`config.mk`:
```
export PLATFORM = sky130hd
export DESIGN_NAME = key_conditioner
export DESIGN_NICKNAME = d
export VERILOG_FILES = /design/src/rtl/key_conditioner.sv
export SDC_FILE = /design/constraint.sdc
export NUM_CORES = 1
export LEC_CHECK = 0
export ABC_CLOCK_PERIOD_IN_PS = 3200
export BUFFER_PORTS_ARGS = -buffer_cell sky130_fd_sc_hd__buf_2
export CORE_MARGIN = 2
export CORE_UTILIZATION = 48
export DETAILED_ROUTE_END_ITERATION = 10
export PLACE_DENSITY_LB_ADDON = 0.3
export SYNTH_ARGS = -nofsm -noshare
export SYNTH_HDL_FRONTEND = slang
export SYNTH_SLANG_ARGS = --single-unit
```
`constraint.sdc`:
```
create_clock -name CLK -period 3.2 [get_ports CLK]
set_clock_uncertainty 0.05 [all_clocks]
set_input_delay 0.48 -clock CLK [delete_from_list [all_inputs] [get_ports CLK]]
set_output_delay 0.48 -clock CLK [all_outputs]
set_load 0.02 [all_outputs]
```
`src/rtl/key_conditioner.sv`:
```
// key_conditioner
// Front end for the board push-buttons. Each raw KEY (active-low, asynchronous,
// bouncy) is synchronised, debounced and timed for auto-repeat independently.
// The module produces a clean pressed level plus single-cycle press, release and
// repeat strobes. All outputs are registered.

module key_conditioner #(
  parameter int NKEYS   = 2,
  parameter int DEB_CYC = 500000,
  parameter int RPT_DLY = 25000000,
  parameter int RPT_PER = 5000000
) (
  input  logic             CLK,
  input  logic             RST,
  input  logic [NKEYS-1:0] KEY,
  output logic [NKEYS-1:0] KEY_LVL,
  output logic [NKEYS-1:0] KEY_PRESS,
  output logic [NKEYS-1:0] KEY_REL,
  output logic [NKEYS-1:0] KEY_RPT
);

  // One counter width serves both the debounce and the repeat timers; the
  // extra bit leaves headroom so the terminal compare is never skipped.
  localparam int MAX_DR  = (DEB_CYC > RPT_DLY) ? DEB_CYC : RPT_DLY;
  localparam int MAX_ALL = (MAX_DR > RPT_PER) ? MAX_DR : RPT_PER;
  localparam int CW      = $clog2(MAX_ALL) + 1;

  localparam logic [CW-1:0] DEB_LAST = CW'(DEB_CYC - 1);
  localparam logic [CW-1:0] DLY_LAST = CW'((RPT_DLY > 0) ? (RPT_DLY - 1) : 0);
  localparam logic [CW-1:0] PER_LAST = CW'(RPT_PER - 1);
  localparam logic [CW-1:0] CNT_ONE  = CW'(1);

  typedef enum logic [1:0] {
    REL     = 2'd0,
    ARM_P   = 2'd1,
    PRESSED = 2'd2,
    ARM_R   = 2'd3
  } state_t;

  for (genvar g = 0; g < NKEYS; g++) begin : g_key
    logic          r_sync1;
    logic          r_sync2;
    logic          w_p;
    state_t        r_state;
    state_t        w_stateNext;
    logic [CW-1:0] r_debCnt;
    logic [CW-1:0] w_debNext;
    logic [CW-1:0] r_rptCnt;
    logic [CW-1:0] w_rptNext;
    logic          r_rptPhase;
    logic          w_rptPhaseNext;
    logic          r_lvl;
    logic          w_lvlNext;
    logic          r_press;
    logic          w_pressNext;
    logic          r_rel;
    logic          w_relNext;
    logic          r_rpt;
    logic          w_rptNext1;

    // Two-stage synchroniser; stores the inverted key so 1 means pressed.
    always_ff @(posedge CLK) begin
      if (RST) begin
        r_sync1 <= 1'b0;
        r_sync2 <= 1'b0;
      end else begin
        r_sync1 <= ~KEY[g];
        r_sync2 <= r_sync1;
      end
    end

    assign w_p = r_sync2;

    // State, counters and registered outputs.
    always_ff @(posedge CLK) begin
      if (RST) begin
        r_state    <= REL;
        r_debCnt   <= '0;
        r_rptCnt   <= '0;
        r_rptPhase <= 1'b0;
        r_lvl      <= 1'b0;
        r_press    <= 1'b0;
        r_rel      <= 1'b0;
        r_rpt      <= 1'b0;
      end else begin
        r_state    <= w_stateNext;
        r_debCnt   <= w_debNext;
        r_rptCnt   <= w_rptNext;
        r_rptPhase <= w_rptPhaseNext;
        r_lvl      <= w_lvlNext;
        r_press    <= w_pressNext;
        r_rel      <= w_relNext;
        r_rpt      <= w_rptNext1;
      end
    end

    // Next-state decision: a change must be seen DEB_CYC cycles after arming.
    always_comb begin
      w_stateNext = r_state;
      case (r_state)
        REL: begin
          if (w_p) w_stateNext = ARM_P;
        end
        ARM_P: begin
          if (!w_p)                    w_stateNext = REL;
          else if (r_debCnt == DEB_LAST) w_stateNext = PRESSED;
        end
        PRESSED: begin
          if (!w_p) w_stateNext = ARM_R;
        end
        ARM_R: begin
          if (w_p)                     w_stateNext = PRESSED;
          else if (r_debCnt == DEB_LAST) w_stateNext = REL;
        end
        default: w_stateNext = REL;
      endcase
    end

    // Counter updates and strobe generation; the repeat timer first waits
    // RPT_DLY, then switches phase to count RPT_PER between strobes.
    always_comb begin
      w_debNext      = r_debCnt;
      w_rptNext      = r_rptCnt;
      w_rptPhaseNext = r_rptPhase;
      w_lvlNext      = r_lvl;
      w_pressNext    = 1'b0;
      w_relNext      = 1'b0;
      w_rptNext1     = 1'b0;
      case (r_state)
        REL: begin
          if (w_p) w_debNext = '0;
        end
        ARM_P: begin
          if (w_p) begin
            if (r_debCnt == DEB_LAST) begin
              w_lvlNext      = 1'b1;
              w_pressNext    = 1'b1;
              w_rptNext      = '0;
              w_rptPhaseNext = 1'b0;
            end else begin
              w_debNext = r_debCnt + CNT_ONE;
            end
          end
        end
        PRESSED: begin
          if (!w_p) begin
            w_debNext = '0;
          end else if (RPT_DLY != 0) begin
            if (!r_rptPhase) begin
              if (r_rptCnt == DLY_LAST) begin
                w_rptNext1     = 1'b1;
                w_rptNext      = '0;
                w_rptPhaseNext = 1'b1;
              end else begin
                w_rptNext = r_rptCnt + CNT_ONE;
              end
            end else begin
              if (r_rptCnt == PER_LAST) begin
                w_rptNext1 = 1'b1;
                w_rptNext  = '0;
              end else begin
                w_rptNext = r_rptCnt + CNT_ONE;
              end
            end
          end
        end
        ARM_R: begin
          if (!w_p) begin
            if (r_debCnt == DEB_LAST) begin
              w_lvlNext = 1'b0;
              w_relNext = 1'b1;
            end else begin
              w_debNext = r_debCnt + CNT_ONE;
            end
          end
        end
        default: begin
          w_lvlNext = 1'b0;
        end
      endcase
    end

    assign KEY_LVL[g]   = r_lvl;
    assign KEY_PRESS[g] = r_press;
    assign KEY_REL[g]   = r_rel;
    assign KEY_RPT[g]   = r_rpt;
  end

endmodule
```
==> reports/results.txt <==
Critical Path Source = g_key[0].r_debCnt[19]$_SDFFE_PP0P_
Post-synthesis mux area share = 0.00705
Hold Path Class = in2reg
Status = complete, no violations
Pleak = 2.18 nW
Yosys warns = 0
Clock sinks = 122
Worst vdd ir = 312 uV
Critical path peak fanout = 15
Int Pwr = 2.78 mW
Synthesis-stage register bit count = 122
HPWL after DPL = 9260 um
Antenna Nets Post-Route = 0
Fin. Hold Viols = 0
PD cells = 516 nW/um^2
Syn nets = 736
Die Ht = 116 um
Hold Buf Count CTS = 0
Initial core utilization = 0.496
Setup crit start kind = flip-flop
Final TNS setup = 0 ns
Sequential fraction of the synthesis area = 0.405
Cell Rows = 40
Reg2reg end = g_key[0].r_rptCnt[24]$_SDFFE_PP0P_
Final Max Slew Viols = 0
Wirelength, routed = 13500 um
Simple-Gate Fraction of Synth Area = 0.336
Inserted Clock Buffers = 17
Crit-path cells = or4b_1, or3_1, o41a_1, nor4_1, xnor2_1, nor2_1
Core area = 12200 um^2
R2R depth = 6
Share of power burned in registers = 0.436
Async set-reset flop share out of synthesis = 0
Crit path capture = g_key[0].r_rptCnt[24]$_SDFFE_PP0P_
Final core occ = 0.560
Antenna diode count = 0
Complex-gate fraction of the synthesized area = 0.0977
Kind of critical path = reg2reg
Commonest non-fill, non-tap cells in the layout = dfxtp_1, nor2_1, nand2_1
Total gr overflow = 0
Fill cells = 1136
Htree depth = 4
Slowest stage delay, CP = 0.62 ns
Clock share of power = 0.546
Skew-Pair Late Insertion Delay = 0.42 ns
Final GP Congestion = 0.885
Gr usage total = 0.213
Mean Syn Cell Area = 8.29 um^2
Initial DRT Pass Iterations = 5
IO Pins = 12
DR DRC count = 0
Postcts setup bufs = 0
Logic pwr share = 0.018
Adder-Cell Fraction of Synth Area = 0.00829
CTS tree = done
Post-Syn Area = 6030 um^2
Req. time, crit path = 3.46 ns
Via count = 5350
Global-route wire length before repair = 23100 um
Unrepaired setup endpoints after global routing = no
Initial antenna violation count = 0
DRT iter0 DRCs = 342
Final Cycle Share = 0.859
Clock transition at path regs = 0.06 ns
Ys flop type = dfxtp_1
Commonest non-fill, non-tap cell in the layout = dfxtp_1
Reg-to-reg slack, setup = 0.45 ns
Root buf cell = clkbuf_16
Slew margin rel. = 0.542
P&R area growth vs syn = 12.8%
Final setup fails = 0
I/O Buffers = 11
RR Startpoint = g_key[0].r_debCnt[19]$_SDFFE_PP0P_
Post-Synthesis Cells = 728
Vias per std cell = 5.83
Number of synthesized flops with an enable pin = 0
Hold slack = 0.156 ns
DR WL/cell = 14.8 um
Critical Path AT = 3.01 ns
Number of global-route vias before repair = 4972
Period minus WS final = 2.75 ns
Max cap viols = 0
Die Footprint = 13500 um^2
Die W = 116 um
Post-CTS Resized = 0
Share of post-route cells with drive strength above 1 = 0.0975
Netlist cell types = 60
Worst-margin pin slew = 0.687 ns
Largest net degree at the start of global routing = 41
Clock Tree Buf Depth = 2
Crit path capture type = flip-flop
Main combinational cell family by area after synthesis = simple AND/OR/NAND/NOR gates
Net switching power = 0.737 mW
Sw frac = 0.210
Final nets = 744
Max Freq = 364 MHz
Xor/xnor share of the synthesized area = 0.106
Slowest stage cell, crit path = o41a_1
==> worst max-delay path, delay by kind of cell (launching register included) <==
| kind | cells | cell delay [ns] |
|---|---|---|
| AO/OA/AOI/OAI | 1 | 0.62 |
| XOR/XNOR | 1 | 0.16 |
| flip-flops | 1 | 0.36 |
| AND/OR/NAND/NOR | 4 | 1.45 |
==> routing by layer <==
metal	track usage	vias to the layer above	wire, um
li1	-	2637	-
met1	0.276	2568	6350
met2	0.345	130	6390
met3	0.0488	15	616
met4	0.0833	0	180
met5	0	-	0
==> how the worst min path moves through the flow <==
stage                                start                     endpoint  slack, ns  cells past startpoint
5_1_grt                             KEY[0]  g_key[0].r_sync1$_SDFF_PP0_       0.15                      2
3_3_place_gp   g_key[0].r_sync1$_SDFF_PP0_  g_key[0].r_sync2$_SDFF_PP0_       0.42                      1
4_1_cts                             KEY[0]  g_key[0].r_sync1$_SDFF_PP0_       0.15                      2
6_report                            KEY[0]  g_key[0].r_sync1$_SDFF_PP0_       0.16                      2
3_5_place_dp   g_key[1].r_sync1$_SDFF_PP0_  g_key[1].r_sync2$_SDFF_PP0_       0.42                      1
2_1_floorplan  g_key[0].r_sync1$_SDFF_PP0_  g_key[0].r_sync2$_SDFF_PP0_       0.36                      1
==> synthesized netlist by cell type, types with 8 or more instances <==
cell,count,area share
inv_1,17,0.011
nor3_1,30,0.025
nor4_1,28,0.029
o21ai_0,17,0.014
clkbuf_1,14,0.0087
nand4_1,39,0.040
nand2_1,52,0.032
nand3_1,40,0.033
dfxtp_1,122,0.40
a21oi_1,24,0.020
nor2_1,118,0.073
or4_1,11,0.014
and3_1,13,0.013
buf_4,8,0.010
xnor2_1,41,0.060
or3_1,12,0.012
xor2_1,32,0.046
==> kinds of logic (layout without fill, tap and decap cells) <==
family	after synthesis	after routing
AO/OA/AOI/OAI	85	85
XOR/XNOR	73	73
adder cells (fa/ha/maj)	4	4
buffers and inverters	51	72
flip-flops	122	122
multiplexers	4	4
AND/OR/NAND/NOR	389	389
==> flip-flops by register name, summed over array words and instances, names as in the netlist, named ones only <==
name / cells
g_key.r_debCnt: 52
g_key.r_rptCnt: 52
g_key.r_lvl: 2
g_key.r_press: 2
g_key.r_rel: 2
g_key.r_rpt: 2
g_key.r_rptPhase: 2
g_key.r_state: 2
g_key.r_sync1: 2
g_key.r_sync2: 2
==> per-stage QoR <==
stage                     power (mW)  cell area (um^2)  setup WS (ns)  cells
after global routing            3.62              6810          0.305    917
after CTS                       3.54              6810          0.444    917
after floorplan                 1.61              6030          0.695    728
after global placement          1.63              6210          0.549    885
after detailed placement        1.63              6210          0.467    885
final                           3.51              6810          0.453    917
==> final cells by class <==
class,instances,area (um^2),area share
Multi-Input combinational cell,555,3350,0.492
Tap cell,168,210,0.0309
Inverter,17,63.8,0.00937
Clock buffer,19,443,0.0651
Timing Repair Buffer,23,145,0.0213
Sequential cell,122,2440,0.359
Clock inverter,13,151,0.0222
==> power by group through the flow <==
stage | Sequential (mW) | Combinational (mW) | Clock (mW)
2_1_floorplan | 1.56 | 0.0514 | 0
3_3_place_gp | 1.57 | 0.0615 | 0
3_5_place_dp | 1.57 | 0.0618 | 0
4_1_cts | 1.53 | 0.0622 | 1.94
5_1_grt | 1.53 | 0.0690 | 2.02
6_report | 1.53 | 0.0620 | 1.92
Power figures use the tool's default switching activity.
